File: src/rtl/spi_reg_slave.sv
// spi_reg_slave: SPI responder exposing a 2**addr_width x data_width register
// file. The first byte of a frame is a command (MSB = write, low bits = start
// address); every following byte is data with auto-incrementing address.
// Everything runs in the clk domain; sclk/cs_n/mosi are oversampled.
//
// Ports:
//   clk, rst_n          system clock, async active-low reset
//   sclk, cs_n, mosi    SPI inputs from the master (asynchronous)
//   miso                SPI data to the master
//   host_addr           on-chip read address
//   host_rdata          register[host_addr], one-cycle latency
//   reg_wr_valid/addr/data  one-cycle strobe per SPI register write
//   busy                frame in progress
//   frame_err           one-cycle pulse when a frame ends mid-byte
module spi_reg_slave #(
  parameter int unsigned clk_frequency = 50_000_000,
  parameter int unsigned spi_frequency = 5_000_000,
  parameter int unsigned data_width    = 8,
  parameter int unsigned addr_width    = 4,
  parameter bit          CPOL          = 1'b0,
  parameter bit          CPHA          = 1'b0
) (
  input  logic                  clk,
  input  logic                  rst_n,
  input  logic                  sclk,
  input  logic                  cs_n,
  input  logic                  mosi,
  output logic                  miso,
  input  logic [addr_width-1:0] host_addr,
  output logic [data_width-1:0] host_rdata,
  output logic                  reg_wr_valid,
  output logic [addr_width-1:0] reg_wr_addr,
  output logic [data_width-1:0] reg_wr_data,
  output logic                  busy,
  output logic                  frame_err
);

  localparam int unsigned depth = 2 ** addr_width;
  localparam int unsigned cnt_w = (data_width > 1) ? $clog2(data_width) : 1;

  // Elaboration-time sanity checks on the parameter set.
  if (clk_frequency < 8 * spi_frequency) begin : g_bad_clk_ratio
    $error("spi_reg_slave: clk_frequency must be >= 8*spi_frequency");
  end
  if (data_width < addr_width + 1) begin : g_bad_width
    $error("spi_reg_slave: data_width must be >= addr_width+1");
  end

  typedef enum logic [1:0] {IDLE, CMD, DATA} state_t;

  state_t                state_q, state_d;
  logic [1:0]            sclk_sync, cs_sync, mosi_sync;
  logic                  sclk_prev, cs_prev;
  logic [cnt_w-1:0]      bit_cnt;
  logic [data_width-2:0] rx_shift;
  logic [data_width-2:0] tx_shift;
  logic [addr_width-1:0] addr;
  logic                  rw_write;
  logic [data_width-1:0] regs [depth];

  logic sclk_s, cs_s, mosi_s;
  logic lead_c, trail_c, sample_c, shift_c, cs_fall_c, cs_rise_c;
  logic byte_done_c, abort_c;
  logic [data_width-1:0] byte_c;

  // Two-flop synchronizers plus one history flop for edge detection.
  always_ff @(posedge clk or negedge rst_n) begin
    if (!rst_n) begin
      sclk_sync <= {2{CPOL}};
      sclk_prev <= CPOL;
      cs_sync   <= '0;
      cs_prev   <= 1'b0;
      mosi_sync <= '0;
    end else begin
      sclk_sync <= {sclk_sync[0], sclk};
      sclk_prev <= sclk_sync[1];
      cs_sync   <= {cs_sync[0], cs_n};
      cs_prev   <= cs_sync[1];
      mosi_sync <= {mosi_sync[0], mosi};
    end
  end

  assign sclk_s    = sclk_sync[1];
  assign cs_s      = cs_sync[1];
  assign mosi_s    = mosi_sync[1];
  assign lead_c    = (sclk_s != sclk_prev) && (sclk_s != CPOL);
  assign trail_c   = (sclk_s != sclk_prev) && (sclk_s == CPOL);
  assign sample_c  = CPHA ? trail_c : lead_c;
  assign shift_c   = CPHA ? lead_c : trail_c;
  // cs_n sync resets low, so a cs_n already low at release is not a fall.
  assign cs_fall_c = cs_prev & ~cs_s;
  assign cs_rise_c = ~cs_prev & cs_s;
  assign byte_c    = {rx_shift, mosi_s};

  // State register.
  always_ff @(posedge clk or negedge rst_n) begin
    if (!rst_n) state_q <= IDLE;
    else        state_q <= state_d;
  end

  // Next-state and frame control strobes.
  always_comb begin
    state_d     = state_q;
    byte_done_c = 1'b0;
    abort_c     = 1'b0;
    case (state_q)
      IDLE: begin
        if (cs_fall_c) state_d = CMD;
      end
      CMD, DATA: begin
        if (cs_rise_c) begin
          state_d = IDLE;
          abort_c = (bit_cnt != '0);
        end else if (sample_c && (bit_cnt == cnt_w'(data_width - 1))) begin
          byte_done_c = 1'b1;
          state_d     = DATA;
        end
      end
      default: state_d = IDLE;
    endcase
  end

  // Datapath: shifters, register file, host port and registered outputs.
  always_ff @(posedge clk or negedge rst_n) begin
    if (!rst_n) begin
      bit_cnt      <= '0;
      rx_shift     <= '0;
      tx_shift     <= '0;
      addr         <= '0;
      rw_write     <= 1'b0;
      miso         <= 1'b0;
      host_rdata   <= '0;
      reg_wr_valid <= 1'b0;
      reg_wr_addr  <= '0;
      reg_wr_data  <= '0;
      busy         <= 1'b0;
      frame_err    <= 1'b0;
      for (int i = 0; i < int'(depth); i++) regs[i] <= '0;
    end else begin
      reg_wr_valid <= 1'b0;
      frame_err    <= abort_c;
      busy         <= (state_d != IDLE);
      host_rdata   <= regs[host_addr];

      if (state_q == IDLE || cs_rise_c) begin
        bit_cnt <= '0;
        miso    <= 1'b0;
      end else begin
        if (sample_c) begin
          rx_shift <= byte_c[data_width-2:0];
          bit_cnt  <= byte_done_c ? '0 : bit_cnt + 1'b1;
          if (byte_done_c) begin
            if (state_q == CMD) begin
              rw_write <= byte_c[data_width-1];
              addr     <= byte_c[addr_width-1:0];
            end else begin
              if (rw_write) begin
                regs[addr]   <= byte_c;
                reg_wr_valid <= 1'b1;
                reg_wr_addr  <= addr;
                reg_wr_data  <= byte_c;
              end
              addr <= addr + 1'b1;
            end
          end
        end
        // A shift edge with the counter at zero is the start of a read byte:
        // load the addressed register and present its MSB.
        if (shift_c && state_q == DATA && !rw_write) begin
          if (bit_cnt == '0) begin
            miso     <= regs[addr][data_width-1];
            tx_shift <= regs[addr][data_width-2:0];
          end else begin
            miso     <= tx_shift[data_width-2];
            tx_shift <= tx_shift << 1;
          end
        end
      end
    end
  end

endmodule

File: config.mk
export PLATFORM = sky130hd
export DESIGN_NAME = spi_reg_slave
export DESIGN_NICKNAME = d
export VERILOG_FILES = /design/src/rtl/spi_reg_slave.sv
export SDC_FILE = /design/constraint.sdc
export NUM_CORES = 1
export LEC_CHECK = 0
export CAP_MARGIN = 20
export CORE_MARGIN = 5
export CORE_UTILIZATION = 60
export CTS_BUF_LIST = sky130_fd_sc_hd__clkbuf_8
export DETAILED_ROUTE_END_ITERATION = 10
export GPL_ROUTABILITY_DRIVEN = 0
export PLACE_DENSITY = 0.78
export SYNTH_ARGS = -nofsm -noshare
export SYNTH_HDL_FRONTEND = slang
export SYNTH_SLANG_ARGS = --single-unit
File: constraint.sdc
create_clock -name clk -period 2.6 [get_ports clk]
set_clock_uncertainty 0.1 [all_clocks]
set_input_delay 0.52 -clock clk [delete_from_list [all_inputs] [get_ports clk]]
set_output_delay 0.52 -clock clk [all_outputs]
set_load 0.005 [all_outputs]
==> summary.md, run 1 <==
| Metric | Value |
|---|---|
| Status | `complete, no violations` |
| Top fanout value on the critical path | `17` |
| Crit Path Category | `flop to flop` |
| Vias in the first global route | `6,565` |
| Net Switching | `1.65 mW` |
| I/O Buffers | `32` |
| Switch share | `29.6%` |
| Synth-to-Final Area Change | `11.5%` |
| Placed cell count | `889` |
| Synth Warn # | `0` |
| Placed instance area | `0.0100 sq mm` |
| Clock power frac | `33.0%` |
| Critical Path Source Type | `flop` |
| Syn Area/Cell | `14.0 sq um` |
| Synth cell count leaders | `dfrtp_1, mux2_2, mux2i_1, mux4_2, clkbuf_1` |
| Mapped cell area | `0.00935 sq mm` |
| Via count | `6,131` |
| Final Non-Filler Cells | `922` |
| Top cell type's share of synthesized area | `49.2%` |
| Distinct cells, synth | `44` |
| WP data arrival | `2770 ps` |
| Post-synth EDFFs | `0` |
| Cell accounting for the most synthesized area | `dfrtp_1` |
| CTS Buffer Depth | `2` |
| Count leader, synth | `dfrtp_1` |
| Post-Syn Nets | `686` |
| Max Fclk | `397 MHz` |
| IO Pins | `33` |
| Total congestion overflow | `0` |
| DRC | `0` |
| Final cycle utilization of the critical path | `96.9%` |
| Core footprint | `0.0153 sq mm` |
| Final setup vio count | `0` |
| Post-DR wirelength/cell | `25.7 um` |
| Die X | `135 um` |
| Fin worst setup slack | `81.8 ps` |
| Largest net degree at the start of global routing | `64` |
| Top_reg_cell synth | `dfrtp_1` |
| CTS buffer count | `17` |
| Final instance area | `0.0104 sq mm` |
| Register area share after synthesis | `49.2%` |
| Leakage dissipation | `4.61 nW` |
| CP Capture Type | `flop` |
| RSZ-0062 raised after global routing | `yes` |
| Worst min-delay path class | `flop to flop` |
| Slew @ Worst Pin | `871 ps` |
| Drt pass-1 iters | `5` |
| CP Data Required Time | `2850 ps` |
| Sequential power share | `58.4%` |
| WHS | `263 ps` |
| Hold Vio Cnt, Final | `0` |
| CTS Sinks | `184` |
| Resize count post-CTS | `0` |
| Worst path slowest cell | `or3b_1` |
| Clock latency at the later pin of the worst-skew pair | `470 ps` |
| Die height | `135 um` |
| Root buf cell | `clkbuf_8` |
| Worst-path clk slew | `80 ps` |
| Standard-cell rows | `45` |
| Global-route wire length before repair | `37,800 um` |
| Share of post-route cells with drive strength above 1 | `39.5%` |
| GRT Total Usage | `27.7%` |
| Worst IR Drop VDD | `346 uV` |
| Synth top area cells | `dfrtp_1, mux2_2, mux4_2` |
| CTS tree | `done` |
| FILL cells | `1,042` |
| Routed WL | `23,700 um` |
| CTS HTree Levels | `4` |
| Nets@finish | `719` |
| Effective utilization at floorplan | `61.3%` |
| DRT iter0 DRCs | `624` |
| Initial antenna violation count | `0` |
| Post-CTS Repair Setup Buffers | `0` |
| Crit path cell chain | `inv_1 > ha_1 > or3b_1 > nor4_4 > buf_12 > nand3_2 > mux2_2` |
| Comb pwr share | `8.6%` |
| Max-cap violations | `0` |
| Async S/R FF share, synth | `100%` |
| Syn Inst Count | `666` |
| Vias/cell | `6.65` |
| Diodes inserted | `0` |
| Internal power | `3.94 mW` |
| Crit-path max cell delay | `430 ps` |
| Yosys reg bits | `184` |
| Pre-CTS setup slack | `134 ps` |
| Die area | `0.0182 sq mm` |
| ANT nets after route | `0` |
| Detailed placement HPWL | `16,000 um` |
| Power consumption | `5.59 mW` |
| Fin. max-slew vios | `0` |
| Slew Limit Headroom | `41.9%` |
| Final critical-path required period | `2520 ps` |
| Pwr/cell area | `536 mW/mm^2` |
==> cells in the final DEF (no fill, tap or decap), types with 8 or more instances in the layout <==
| master | synthesis | layout |
|---|---|---|
| nand2_1 | 17 | 17 |
| ha_1 | 11 | 11 |
| nand4_1 | 9 | 9 |
| dfrtp_1 | 184 | 182 |
| mux2i_1 | 49 | 49 |
| a21oi_1 | 10 | 10 |
| nor2b_1 | 10 | 10 |
| nand3_1 | 9 | 9 |
| clkbuf_8 | 0 | 20 |
| clkdlybuf4s50_1 | 0 | 30 |
| nand3_2 | 12 | 12 |
| mux2_2 | 148 | 148 |
| mux4_2 | 48 | 48 |
| buf_4 | 1 | 25 |
| a22oi_1 | 8 | 8 |
| inv_1 | 17 | 18 |
==> worst paths after layout <==
check	start	slack [ps]	depth (start not counted)	endpoint
setup / recovery	state_q[0]	80	7	regs[104]
hold / removal	cs_sync[0]	260	0	cs_sync[1]
setup reg to reg	state_q[0]	80	7	regs[104]
hold reg to reg	cs_sync[0]	260	0	cs_sync[1]
max in group asynchronous	rst_n	1190	3	regs[120]
min in group asynchronous	rst_n	460	2	bit_cnt[1]
==> cells by family (layout without fill, tap and decap cells) <==
| kind of cell | Yosys count | in the layout | share of synthesized area (%) |
|---|---|---|---|
| simple gates | 96 | 96 | 7.06 |
| compound gates | 61 | 61 | 4.54 |
| mux | 245 | 245 | 34.6 |
| buf+inv | 69 | 114 | 3.08 |
| fa+ha+maj | 11 | 11 | 1.47 |
| flops | 184 | 184 | 49.2 |
==> per-stage QoR <==
step | setup TNS (ps) | util (%)
after global placement | 0 | 65.8
final | 0 | 68.4
after detailed placement | 0 | 65.8
after global routing | -29.9 | 68.4
after floorplan | 0 | -
after CTS | 0 | 68.3
==> critical path: cells and delay by family (launching register included) <==
| family | cells | cell delay, ps |
|---|---|---|
| fa+ha+maj | 1 | 220 |
| buf+inv | 2 | 300 |
| flops | 1 | 420 |
| simple gates | 3 | 970 |
| mux | 1 | 390 |
==> cell type report <==
class / instances / area [sq um] / share of cell area (%)
clock buffer: 20 / 275 / 2.64
clock inverter: 11 / 101 / 0.972
inverter: 17 / 63.8 / 0.612
multi-input combinational: 413 / 4460 / 42.8
sequential: 184 / 4610 / 44.2
tap: 211 / 264 / 2.53
timing repair buffer: 66 / 659 / 6.32
==> metal layers <==
layer  global-route usage (%)  routed length (um)  up-vias
met5                        0                   0        -
met4                     10.7                 871        0
met3                     6.67                1630       70
met2                     44.9               11700      288
met1                     36.6                9480     3188
li1                         -                   -     2585
==> power groups by stage <==
stage / registers [mW] / logic [mW] / clock network, mW
3_5_place_dp: 3.32 / 0.469 / 0
2_1_floorplan: 3.01 / 0.451 / 0
6_report: 3.27 / 0.479 / 1.85
4_1_cts: 3.26 / 0.474 / 1.87
3_3_place_gp: 3.31 / 0.461 / 0
5_1_grt: 3.29 / 0.520 / 1.99
==> repair_timing <==
item | 4_1_cts | 5_1_grt
hold buffers | 1 | 0
hold endpoints to repair | 47 | 0
setup endpoints to repair | 0 | 4
==> state kept, by name (all words and copies together) (netlist names) <==
name and cells:
reg_wr_addr 4, busy 1, bit_cnt 3, miso 1, cs_prev 1, reg_wr_data 8, tx_shift 7, reg_wr_valid 1
state_q 2, mosi_sync 2, rw_write 1, host_rdata 8, rx_shift 7, regs 128, sclk_sync 2, addr 4
frame_err 1, sclk_prev 1, cs_sync 2
Note: power is estimated with default switching activity, not from simulation.
==> run 2, diff against run 1 <==
Settings changed: ABC_CLOCK_PERIOD_IN_PS set to 2600, CORE_UTILIZATION 60 to 30, PLACE_DENSITY 0.78 to 0.45, SKIP_CTS_REPAIR_TIMING set to 1.
==> run 2 against run 1 <==
- the flow now finishes with violations (negative setup slack)
- critical path depth increased by 2
- fmax decreased by 4.4%
- die area increased by 91%
- largest power group unchanged
- via count decreased by 1.1%
- first-iteration DRC count decreased by 16%
- largest cell class unchanged
- cell count increased by 23%
- global-route usage decreased by 12 points
- critical endpoint is now regs[66]
- worst setup slack got worse by 120 ps
==> summary.md, run 2 (synthesized netlist as in run 1, its figures left out) <==
| Metric | Value |
|---|---|
| Status | `finished, violations left (was complete, no violations)` |
| Failing checks | `negative setup slack` |
| Routed WL | `27,600 um (was 23,700 um)` |
| DRT iter0 DRCs | `525 (was 624)` |
| Total congestion overflow | `0 (unchanged)` |
| Worst min-delay path class | `flop to flop (unchanged)` |
| Pwr/cell area | `514 mW/mm^2 (was 536 mW/mm^2)` |
| IO Pins | `33 (unchanged)` |
| Post-DR wirelength/cell | `24.2 um (was 25.7 um)` |
| Die height | `187 um (was 135 um)` |
| Slew Limit Headroom | `43.9% (was 41.9%)` |
| Crit-path max cell delay | `400 ps (was 430 ps)` |
| Critical Path Source Type | `flop (unchanged)` |
| Final setup vio count | `39 (was 0)` |
| DRC | `0 (unchanged)` |
| CTS tree | `done (unchanged)` |
| CP Data Required Time | `2860 ps (was 2850 ps)` |
| GRT Total Usage | `15.6% (was 27.7%)` |
| Max Fclk | `379 MHz (was 397 MHz)` |
| Initial antenna violation count | `0 (unchanged)` |
| Nets@finish | `749 (was 719)` |
| Diodes inserted | `0 (unchanged)` |
| Reg2reg start | `state_q[1] (was state_q[0])` |
| Slew @ Worst Pin | `841 ps (was 871 ps)` |
| CTS buffer count | `17 (unchanged)` |
| Global-route wire length before repair | `41,800 um (was 37,800 um)` |
| Largest Register | `regs (unchanged)` |
| Effective utilization at floorplan | `30.5% (was 61.3%)` |
| Worst-path clk slew | `110 ps (was 80 ps)` |
| Leading cell types in the layout, fill and taps excluded | `dfrtp_1, mux2_2, mux2i_1, mux4_2, buf_4 (was dfrtp_1, mux2_2, mux2i_1, mux4_2, clkdlybuf4s50_1)` |
| Crit-path leading delay family | `simple AND/OR/NAND/NOR gates (unchanged)` |
| Detailed placement HPWL | `19,000 um (was 16,000 um)` |
| Fin worst setup slack | `-35.1 ps (was 81.8 ps)` |
| Crit Path Category | `flop to flop (unchanged)` |
| Crit path cell chain | `inv_2 > ha_4 > or3b_4 > nor4_4 > buf_6 > buf_12 > clkbuf_4 > nand3_2 > mux2_2 (was inv_1 > ha_1 > or3b_1 > nor4_4 > buf_12 > nand3_2 > mux2_2)` |
| Most common cell after layout, fill and taps aside | `dfrtp_1 (unchanged)` |
| Worst path bufs/invs | `4 (was 2)` |
| Final cycle utilization of the critical path | `101% (was 96.9%)` |
| Vias in the first global route | `6,366 (was 6,565)` |
| Root buf cell | `clkbuf_8 (unchanged)` |
| Drt pass-1 iters | `5 (unchanged)` |
| CP Capture Type | `flop (unchanged)` |
| Fin. max-slew vios | `0 (unchanged)` |
| Worst IR Drop VDD | `297 uV (was 346 uV)` |
| Vias/cell | `5.33 (was 6.65)` |
| ANT nets after route | `0 (unchanged)` |
| RSZ-0062 raised after global routing | `yes (unchanged)` |
| Biggest regs | `regs: 128 flops, host_rdata: 8 flops, reg_wr_data: 8 flops (unchanged)` |
| Max-cap violations | `0 (unchanged)` |
| Number of flip-flops in the largest register | `128 (unchanged)` |
| CTS HTree Levels | `4 (unchanged)` |
| Hold_sp | `sclk_sync[0] (was cs_sync[0])` |
| Core footprint | `0.0307 sq mm (was 0.0153 sq mm)` |
| Clock latency at the later pin of the worst-skew pair | `490 ps (was 470 ps)` |
| Die X | `187 um (was 135 um)` |
| Leakage dissipation | `4.85 nW (was 4.61 nW)` |
| Largest net degree at the start of global routing | `52 (was 64)` |
| Crit path from | `state_q[1] (was state_q[0])` |
| Via count | `6,062 (was 6,131)` |
| CTS Buffer Depth | `2 (unchanged)` |
| Top fanout value on the critical path | `8 (was 17)` |
| I/O Buffers | `32 (unchanged)` |
| Final critical-path required period | `2640 ps (was 2520 ps)` |
| Die area | `0.0348 sq mm (was 0.0182 sq mm)` |
| Multi-input logic area | `0.00454 sq mm (was 0.00446 sq mm)` |
| WP data arrival | `2900 ps (was 2770 ps)` |
| Worst path slowest cell | `or3b_4 (was or3b_1)` |
| Synth-to-Final Area Change | `18.9% (was 11.5%)` |
| Standard-cell rows | `64 (was 45)` |
| FILL cells | `2,947 (was 1,042)` |
| Hold Vio Cnt, Final | `0 (unchanged)` |
| CTS Sinks | `184 (unchanged)` |
| Post-layout util | `36.2% (was 68.4%)` |
| Share of post-route cells with drive strength above 1 | `43.0% (was 39.5%)` |
| Seq. cell area | `0.00461 sq mm (about the same)` |
| Post-Route Setup TNS | `-658 ps (was 0 ps)` |
run 2: changes by cell type in the layout (fill, tap and decap cells not counted), sizes merged:
cell	previous run	this run
clkinvlp	6	0
bufinv	1	0
inv	18	29
clkdlybuf4s50	30	29
buf	35	63
run 2: cell type report:
type | instances | area share [%]
flip-flops and latches | 184 | 41.5
multi-input cells | 413 | 40.9
repair buffers | 96 | 9.36
well taps | 396 | 4.46
clock buffers | 17 | 2.10
clock inverters | 15 | 1.17
inverters | 17 | 0.574
run 2: power breakdown:
part | switching, mW | internal [mW]
clock network | 1.18 | 0.704
registers | 0.339 | 2.93
logic | 0.326 | 0.238
run 2: layer usage:
layer | track usage, % | part of all wire, % | vias up
met1 | 21.7 | 46 | 3251
li1 | - | - | 2642
met2 | 24.9 | 48 | 140
met3 | 3.10 | 3.8 | 29
met4 | 4.62 | 2.2 | 0
met5 | 0 | 0 | -
run 2: per-stage QoR:
| stage | setup WS [ps] | instances | cell area (sq um) | power [mW] | hold WS (ps) |
|---|---|---|---|---|---|
| global placement | 17.8 | 1087 | 10400 | 3.83 | 238 |
| global route | -118 | 1138 | 11100 | 5.98 | 266 |
| floorplan | 304 | 666 | 9350 | 3.46 | 124 |
| finish | -35.1 | 1138 | 11100 | 5.71 | 261 |
| detailed placement | -47.4 | 1087 | 10400 | 3.84 | 236 |
| CTS | -54.4 | 1119 | 10800 | 5.74 | -114 |
run 2: final timing paths:
path,end,slack [ps],depth (start not counted)
max,regs[66],-40,9
min reg2reg,sclk_sync[1],260,0
min,sclk_sync[1],260,0
min in group asynchronous,regs[110],480,2
max in group asynchronous,regs[74],1240,3
max reg2reg,regs[66],-40,9
